===== config.mk =====
export PLATFORM = sky130hd
export DESIGN_NAME = branch_resolve_unit
export DESIGN_NICKNAME = d
export VERILOG_FILES = /design/src/rtl/branch_resolve_unit.sv
export SDC_FILE = /design/constraint.sdc
export NUM_CORES = 1
export LEC_CHECK = 0
export CAP_MARGIN = 15
export CORE_MARGIN = 2
export CORE_UTILIZATION = 25
export CTS_CLUSTER_DIAMETER = 60
export CTS_CLUSTER_SIZE = 20
export DETAILED_ROUTE_END_ITERATION = 12
export SYNTH_ARGS = -nofsm -noshare
export SYNTH_HDL_FRONTEND = slang
export SYNTH_SLANG_ARGS = --single-unit

===== constraint.sdc =====
create_clock -name clk -period 4.1 [get_ports clk]
set_clock_uncertainty 0.15 [all_clocks]
set_input_delay 1.23 -clock clk [delete_from_list [all_inputs] [get_ports clk]]
set_output_delay 1.23 -clock clk [all_outputs]
set_load 0.01 [all_outputs]

===== src/rtl/branch_resolve_unit.sv =====
// Branch resolve unit: 4-entry in-order prediction FIFO checked against EX resolutions, with flush/redirect on mispredict.
// Optional statistics counters are enabled with the BRU_STATS_EN macro.
module branch_resolve_unit (
  input  logic        clk,
  input  logic        Reset,
  input  logic        pred_valid,
  input  logic        pred_taken,
  input  logic [31:0] pred_addr,
  output logic        pred_ready,
  input  logic        res_valid,
  input  logic        res_taken,
  input  logic [31:0] res_target,
  input  logic [31:0] res_pc_plus4,
  output logic        flush,
  output logic [31:0] redirect_pc,
  output logic [2:0]  fifo_count,
  output logic        underflow_err,
  output logic [31:0] br_count,
  output logic [31:0] mis_count
);

  typedef enum logic {NORMAL, FLUSH} state_t;

  state_t      state;
  logic [1:0]  wr_ptr;
  logic [1:0]  rd_ptr;
  logic        fifo_taken [4];
  logic [31:0] fifo_addr  [4];

  logic        head_taken;
  logic [31:0] head_addr;
  logic [31:0] actual_next;
  logic        do_push;
  logic        do_pop;
  logic        mispredict;

  always_comb begin
    pred_ready  = (fifo_count < 3'd4) && (state == NORMAL);
    head_taken  = fifo_taken[rd_ptr];
    head_addr   = fifo_addr[rd_ptr];
    actual_next = res_taken ? res_target : res_pc_plus4;
    do_push     = pred_valid && pred_ready;
    do_pop      = res_valid && (state == NORMAL) && (fifo_count != 3'd0);
    mispredict  = do_pop &&
                  ((head_taken != res_taken) || (res_taken && (head_addr != res_target)));
  end

  // Payload storage needs no reset: fifo_count gates every read.
  always_ff @(posedge clk) begin
    if (do_push && !mispredict) begin
      fifo_taken[wr_ptr] <= pred_taken;
      fifo_addr[wr_ptr]  <= pred_addr;
    end
  end

  always_ff @(posedge clk or posedge Reset) begin
    if (Reset) begin
      state         <= NORMAL;
      wr_ptr        <= '0;
      rd_ptr        <= '0;
      fifo_count    <= '0;
      flush         <= 1'b0;
      redirect_pc   <= '0;
      underflow_err <= 1'b0;
    end else begin
      case (state)
        NORMAL: begin
          flush <= 1'b0;
          if (mispredict) begin
            // Squash everything in flight, including any coincident push.
            state       <= FLUSH;
            flush       <= 1'b1;
            redirect_pc <= actual_next;
            fifo_count  <= '0;
            wr_ptr      <= '0;
            rd_ptr      <= '0;
          end else begin
            if (do_push) wr_ptr <= wr_ptr + 2'd1;
            if (do_pop)  rd_ptr <= rd_ptr + 2'd1;
            fifo_count <= fifo_count + 3'(do_push) - 3'(do_pop);
          end
          if (res_valid && (fifo_count == 3'd0)) underflow_err <= 1'b1;
        end
        FLUSH: begin
          state <= NORMAL;
          flush <= 1'b0;
        end
        default: begin
          state <= NORMAL;
          flush <= 1'b0;
        end
      endcase
    end
  end

`ifdef BRU_STATS_EN
  always_ff @(posedge clk or posedge Reset) begin
    if (Reset) begin
      br_count  <= '0;
      mis_count <= '0;
    end else begin
      if (do_pop && (br_count != '1))      br_count  <= br_count + 32'd1;
      if (mispredict && (mis_count != '1)) mis_count <= mis_count + 32'd1;
    end
  end
`else
  assign br_count  = '0;
  assign mis_count = '0;
`endif

endmodule


==> results.md <==
* Synthesized cell area at 7850 µm²
* R2r startpoint: rd_ptr[0]
* Synth Instances at 474
* Worst ir drop on vdd at between 0.2 and 0.3 mV
* Min Clock Period, post-route at about 3800 ps
* Max-Slew Margin vs Limit at 0.580
* Die Y-Extent at 181 µm
* Mux cell area share after synthesis at 0.189
* Crit. End Element: flop
* XOR/XNOR Fraction of Synth Area at 0.0357
* Netlist cell types at 40
* Critical Path Start Type: flop
* Final setup fails at 0
* Placed Cells at 1,014
* Setup Fix Bufs, Post-CTS at 0
* Core Area at 30,700 µm²
* Status: finished clean
* HP Class: reg -> reg
* Fin cells at 1,046
* WP data required at slightly above 4000 ps
* Antenna viol nets, final at 0
* Row count at 64
* Clk buf depth at 2
* Synth async-reset ratio at 0.237
* Tot Pwr at 6.09 mW
* First-pass GRT wire length at 27,000 µm
* Die area at 32,800 µm²
* Top FF cell, synth: edfxtp_1
* Leakage at 3.68 nW
* Share of cells above drive strength 1 at 0.202
* Hold_buf cts at 0
* Die X at 181 µm
* Vias in the first global route at 4,361
* Num CTS Buffers at 17
* Gpl congestion at about 0.72
* Per-cell routed wire length at about 17 µm
* Synth top area share at 0.505
* Post-DP HPWL at 13,300 µm
* DP Worst Slack at -20.0 ps
* Synth top area cells: edfxtp_1, dfrtp_1, mux4_2
* Hold depth at 1
* Number of max-cap violations at 0
* Antenna diodes at 0
* Warnings from Yosys at 0
* Reg clk slew, reported paths at 70 ps
* Count of flip-flops with a built-in enable after synthesis at 132
* Most frequent cell after synthesis: edfxtp_1
* Max-slew violations at 0
* CTS root buffer: clkbuf_16
* CP arrival at 3780 ps
* DR iter-0 viols at 241
* Vias after detailed routing at 4,344
* Final WS setup at 305 ps
* Antenna violations before repair at 0
* Crit. Startpoint: rd_ptr[0]
* F_max at 264 MHz
* Worst setup path class: reg -> reg
* Pwr/cell area at slightly below 600 nW/µm²
* Final Hold Viols at 0
* Cell area after placement at 9670 µm²
* All-layer global routing usage at 0.112
* Post-synthesis adder-cell area fraction at 0.0121
* Hold_ws at 322 ps
* Synth top cells by count: edfxtp_1, buf_4, dfrtp_1, mux2_2, mux2_1
* Clk_lat worst skew at 430 ps
* Pin count of the biggest net entering global routing at 34
* Hold Path Origin: underflow_err
* RSZ-0062 raised after global routing: no
* R2R depth at 9
* Final period utilization at 0.926
* I/O pin count at about 200
* Final nets at 746
* Final Cell Area at approximately 10,000 µm²
* Critical R2R Capture: fifo_addr[1][31]
* Yosys reg bits at 173
* CTS tree: built
* Setup slack, reg-to-reg at 300 ps
* Synth area leader: edfxtp_1
* Total Negative Setup Slacks at 0 ps
* Area Overhead vs Synth at 30.5%
* Seq/Total Area, Yosys at 0.636
* GRT overflow at 0
* Final WL at 18,200 µm
* PortBufs at 139
* Synth Area in Compound Gates at 0.0180
* Post_cts resized at 0
* Vias/cell at 4.15
* # clock sinks at 173
* Largest family of logic cells by synthesized area: multiplexers
* Fin util at 0.333
* H-tree levels at 4
* Drt pass-1 iters at 4
* Mean Syn Cell Area at 16.6 µm²
* Actual slew at the worst max-slew pin at between 600 and 700 ps
* Setup crit end: fifo_addr[1][31]
* Initial Util at 0.255
* Worst-path maximum fanout at 24
* Post-Synth Simple-Gate Area at 0.0284
* Residual DRC count at 0
==> cell families after synthesis <==
| logic type | after synthesis |
|---|---|
| DFF | 173 |
| muxes | 107 |
| buffers and inverters | 94 |
| and+or+nand+nor | 41 |
| xor gates and xnor gates | 32 |
| AOI/OAI and AO/OA | 19 |
| adders and majority gates | 7 |
| other | 1 |
==> flip-flops by register name, indices dropped and copies added (netlist names) <==
name	count
fifo_addr	128
rd_ptr	2
underflow_err	1
wr_ptr	2
fifo_taken	4
redirect_pc	32
state	1
fifo_count	3
==> critical path, stage by stage, from the launching register on <==
cell	delay, ps
dfrtp_2	760
buf_12	270
mux4_2	520
xor2_1	170
nor4_1	420
nand4_1	160
nor4_2	330
a21o_2	250
and3_2	270
buf_12	180
==> metal layers <==
layer  GRT usage  routed length (µm)  up-vias
met4      0.0393                 269        0
met1       0.144                7910     2186
met3      0.0268                1080       21
met5           0                   0        -
li1            -                   -     1980
met2       0.186                8910      157
==> power breakdown <==
part / switching, mW / internal (mW) / total [mW]
Combinational: 0.888 / 1.14 / 2.03
Sequential: 0.241 / 2.26 / 2.50
Clock: 0.709 / 0.859 / 1.57
Total: 1.84 / 4.26 / 6.09
==> how the worst min path moves through the flow <==
stage / to / slack (ps)
after detailed placement: underflow_err / 310
after CTS: underflow_err / 320
final: underflow_err / 320
after global routing: underflow_err / 340
after floorplan: underflow_err / 360
after global placement: underflow_err / 310
==> cells in the final DEF, fill, tap and decap left out, types with 3 or more instances in the layout <==
master	synthesis	routed
ha_1	6	6
xnor2_1	13	13
clkbuf_16	0	18
and2_1	5	5
nor4_1	4	4
mux2_2	37	37
mux2_1	30	30
nand2_1	8	8
dfrtp_1	41	39
inv_1	11	10
edfxtp_1	132	132
clkdlybuf4s50_1	0	138
buf_12	0	8
inv_6	0	5
a21oi_1	4	4
a211oi_1	3	3
mux4_2	26	26
nor2_1	8	8
xor2_1	19	19
buf_4	66	17
and3_2	0	4
conb_1	1	64
mux2i_1	14	14
==> layout make-up <==
cell class,count,area (µm²)
Fill cell,3014,20500
Sequential cell,173,4990
Multi-Input combinational cell,270,2470
Timing Repair Buffer,164,1670
Tap cell,396,495
Clock buffer,20,478
Clock inverter,12,101
Inverter,11,41.3
No activity file was read; power rests on OpenSTA's default activity.
==> RTL change 1, RTL diff (same settings) <==
Add a define of `BRU_STATS_EN`.
--- a/src/rtl/branch_resolve_unit.sv
+++ b/src/rtl/branch_resolve_unit.sv
@@ -2,2 +2,4 @@
 // Optional statistics counters are enabled with the BRU_STATS_EN macro.
+`define BRU_STATS_EN
+
 module branch_resolve_unit (
Formal check against the unedited RTL: not equivalent (Yosys sat finds a counterexample within 4 cycles, from zero or initial values and one cycle with Reset high).
==> RTL change 1 against the unedited design <==
  * Global-route usage grew 1.5 points
  * Power up 33%
  * Sequential cell count up 64
  * Setup slack gained 150 ps
  * Die area increased by 32%
  * Non-clock buffer count up 82
  * Area after synthesis rose by 33%
  * Wire length rose by 53%
  * Final area is 39% higher
  * Critical endpoint is now fifo_addr[2][9]
  * Largest cell class unchanged
  * Largest power group unchanged
==> RTL change 1: results (changes against the unedited design) <==
* Hold path start: mis_count[17]
* Area contributors post-synth: edfxtp_1 (38%), dfrtp_1 (25%), mux2i_1 (6.0%)
* Crit path to: fifo_addr[2][9]
* R2r startpoint: rd_ptr[1]
* Reg2Reg Depth at 10 (+1)
* GPL Wtd Cong at 0.792 (+10%)
* Initial antenna violation count at 2 (+2)
* Clk Latency, worst-skew pair at 550 ps (+120 ps)
* Internal power component at 5.52 mW (+30%)
* CP max stage cell: or4_1
* Ys async rst share at 0.443 (+0.206)
* Largest register FFs at 128 (unchanged)
* Max VDD drop at 0.000259 V (-2.1%)
* Yosys cell types at 56 (+40%)
* Worst hold stages at 1 (unchanged)
* Layout cells sized above 1 at 0.127 (-0.0743)
* Register area share after synthesis at 0.631 (-0.00502)
* Pins Over Slew Limit at 0 (unchanged)
* First-pass GRT wire length at 43.0 mm (+59%)
* Final HPWL DP at 20.2 mm (+52%)
* CP Max Fanout at 13 (-46%)
* Number of buffers added on ports at 203 (+46%)
* Pleak at 5.34 nW (+45%)
* DR iter-0 viols at 431 (+79%)
* Max Buffers Root-to-Sink at 3 (+1)
* Status: finished clean
* Htree depth at 1 (-3)
* Hold_ws at 336 ps (+14.9 ps)
* Largest net degree at the start of global routing at 78 (+130%)
* Hold Path Sink: mis_count[17]
* Crit path largest cell delay at 540 ps (-220 ps)
* DRT Pass-1 Iters at 5 (+1)
* CP arrival at 3740 ps (-40 ps)
* Vias after detailed routing at 6990 (+61%)
* CTS Buf Count at 24 (+7)
* GR Util All Layers at 0.127 (+0.0149)
* Nets at 1091 (+46%)
* Synth cell count leaders: edfxtp_1 (132), dfrtp_1 (105), a21oi_1 (68)
* Critical Path Start: res_target[27]
* R2r setup slk at 610 ps (+310 ps)
* Wirelength per Cell at 18.2 um (+4.8%)
* Hold crit path type: reg2reg
* Relative slew slack at 0.448 (-0.132)
* Vias in the first global route at 7180 (+65%)
* Post-synth EDFFs at 132 (unchanged)
[RTL change 1: power by group through the flow]
stage	Combinational, mW	Sequential [mW]	Clock [mW]
2_1_floorplan	1.33	3.33	0
3_3_place_gp	2.51	3.29	0
3_5_place_dp	2.54	3.29	0
4_1_cts	2.55	3.25	2.46
5_1_grt	2.73	3.31	2.56
6_report	2.51	3.25	2.38
[RTL change 1: cell families after synthesis]
logic type | after synthesis | synth area share
AO/OA/AOI/OAI | 106 | 0.0622
XOR/XNOR | 97 | 0.0813
adder cells (fa/ha/maj) | 9 | 0.0115
buffers and inverters | 54 | 0.0280
AND/OR/NAND/NOR | 151 | 0.0788
multiplexers | 87 | 0.108
flip-flops | 237 | 0.631
[RTL change 1: cell type report]
| cell class | instances | area [sq um] |
|---|---|---|
| inverters | 21 | 82.6 |
| repair buffers | 246 | 2420 |
| clock buffers | 30 | 708 |
| clock inverters | 14 | 170 |
| fillers | 4004 | 26800 |
| flip-flops and latches | 237 | 6590 |
| well taps | 532 | 666 |
| diodes | 1 | 2.50 |
| multi-input cells | 450 | 3600 |
[RTL change 1: per-stage QoR]
| step | worst slack (ps) | cells | setup TNS [ps] | util | cell area [sq um] |
|---|---|---|---|---|---|
| 3_3_place_gp | -81.7 | 1486 | -4690 | 0.326 | 13400 |
| 5_1_grt | 247 | 1530 | 0 | 0.347 | 14200 |
| 3_5_place_dp | -120 | 1486 | -10530 | 0.326 | 13400 |
| 6_report | 451 | 1531 | 0 | 0.347 | 14200 |
| 2_1_floorplan | 16.4 | 741 | 0 | - | 10500 |
| 4_1_cts | 459 | 1530 | 0 | 0.347 | 14200 |
[RTL change 1: layer usage]
layer | GRT usage | part of all wire
met5 | 0 | 0.00043
met4 | 0.0278 | 0.016
met3 | 0.0347 | 0.078
met2 | 0.203 | 0.46
met1 | 0.172 | 0.44
==> RTL change 2, RTL diff (config.mk and constraints unchanged) <==
Made on the original files. Register the input `res_target` before use. The logic sees it one clock later. The other inputs are not delayed to match.
--- a/src/rtl/branch_resolve_unit.sv
+++ b/src/rtl/branch_resolve_unit.sv
@@ -23,2 +23,8 @@
 
+  logic [31:0] res_target_q;
+
+  always_ff @(posedge clk) begin
+    res_target_q <= res_target;
+  end
+
   state_t      state;
@@ -40,3 +46,3 @@
     head_addr   = fifo_addr[rd_ptr];
-    actual_next = res_taken ? res_target : res_pc_plus4;
+    actual_next = res_taken ? res_target_q : res_pc_plus4;
     do_push     = pred_valid && pred_ready;
@@ -44,3 +50,3 @@
     mispredict  = do_pop &&
-                  ((head_taken != res_taken) || (res_taken && (head_addr != res_target)));
+                  ((head_taken != res_taken) || (res_taken && (head_addr != res_target_q)));
   end
Behaviour: not the same (Yosys sat finds a counterexample within 4 cycles, from zero or initial values and one cycle with Reset high).
==> RTL change 2 against the unedited design <==
  * Area after synthesis grew 9.2%
  * Non-clock buffer count shrank 5
  * Worst hold slack gained 6.1 ps
  * Critical path type unchanged
  * Final area grew 8.8%
  * Critical endpoint is now fifo_addr[3][22]
  * Power grew 14%
  * Final cell count grew 9.8%
  * Sequential cell count grew 32
  * Largest cell class unchanged
  * Setup slack gained 260 ps
  * Count of clock-buffer cells in the layout grew 3
  * Sequential power grew 14%
  * Wire length grew 7.4%
==> RTL change 2: results (changes against the unedited design) <==
* Max Buffers Root-to-Sink at 3 (+1)
* Reg2reg end: fifo_addr[3][22]
* R2r startpoint: rd_ptr[1]
* Max Freq at 0.283 GHz (+7.3%)
* Vias in the first global route at 4788 (+9.8%)
* Synth Area per Inst at 16.5 sq um (-0.67%)
* Final cell count without fillers at 1148 (+9.8%)
* Fill cells at 3295 (+9.3%)
* Max VDD drop at 0.000348 V (+32%)
* Final HPWL DP at 14.0 mm (+5.3%)
* GRT met2 Usage at 0.179 (-0.00611)
* Area contributors post-synth: edfxtp_1 (46%), dfrtp_1 (12%), dfxtp_1 (7.5%)
* Pleak at 4.00 nW (+8.7%)
* Status: finished clean
* Fraction of area in multi-input gates at 0.227 (-0.0136)
* Worst-margin pin slew at 724 ps (+93.5 ps)
* #MultiIn Comb at 284 (+5.2%)
* Met3 WL at 1.16 mm (+7.8%)
* Mux share of post-synthesis cell area at 0.176 (-0.0126)
* CTS Sinks at 205 (+18%)
* GPL Wtd Cong at 0.730 (+1.4%)
* Pre-CTS setup slack at 304 ps (+324 ps)
* Sequential share of cell area at 0.505 (+0.0179)
* Cell family with most CP delay: compound AO/OA/AOI/OAI gates
* Post-synthesis compound-gate area fraction at 0.0216 (+0.00359)
* Combinational share of power at 0.290 (-0.042)
* Nets at 793 (+6.3%)
* Synth Area in Adders at 0.0111 (-0.00102)
* CP Max Fanout at 23 (-4.2%)
* First-pass GRT wire length at 29.5 mm (+9.3%)
* Synth warnings at 0 (unchanged)
* Routed length on met2 at 9.23 mm (+3.5%)
* GR Util All Layers at 0.109 (-0.00362)
* M1 WL at 8.72 mm (+10%)
* Hold_ws at 328 ps (+6.08 ps)
* Vias after detailed routing at 4680 (+7.7%)
* Met3 Track Usage GR at 0.0232 (-0.00364)
* Largest net degree at the start of global routing at 33 (-2.9%)
* Clk Latency, worst-skew pair at 520 ps (+90 ps)
* Synth Area in XOR/XNOR at 0.0317 (-0.00402)
* P_clk at 2.09 mW (+33%)
* Clock buffer count at 23 (+15%)
* Ys async rst share at 0.200 (-0.0370)
* DR iter-0 viols at 225 (-6.6%)
* R2r setup slk at 560 ps (+260 ps)
* Yosys cell types at 48 (+20%)
* CTS Buf Count at 22 (+5)
* Synth cell count leaders: edfxtp_1 (132), buf_4 (64), dfrtp_1 (41)
* Layout cells sized above 1 at 0.184 (-0.0173)
* Bufs w/o clock at 159 (-3.0%)
* Wirelength per Cell at 17.0 um (-2.2%)
-- RTL change 2: cell types whose count changed after synthesis, moves of 5 or more --
cell	before	now
xor2_1	19	3
mux2_2	37	32
xnor2_1	13	28
mux2i_1	14	28
dfxtp_1	0	32
-- RTL change 2: metrics by stage --
| stage | util | total power, mW | cell area [sq um] |
|---|---|---|---|
| 2_1_floorplan | - | 4.12 | 8810 |
| 6_report | 0.332 | 6.96 | 11200 |
| 3_5_place_dp | 0.308 | 4.94 | 10400 |
| 4_1_cts | 0.332 | 7.07 | 11200 |
| 5_1_grt | 0.332 | 7.33 | 11200 |
| 3_3_place_gp | 0.308 | 4.92 | 10400 |
-- RTL change 2: worst register-to-register path: cells and delay by family, from the launching register on --
kind	cells	cell delay [ps]
AO/OA/AOI/OAI	4	940
buffers and inverters	1	240
multiplexers	1	340
AND/OR/NAND/NOR	2	850
flip-flops	1	700
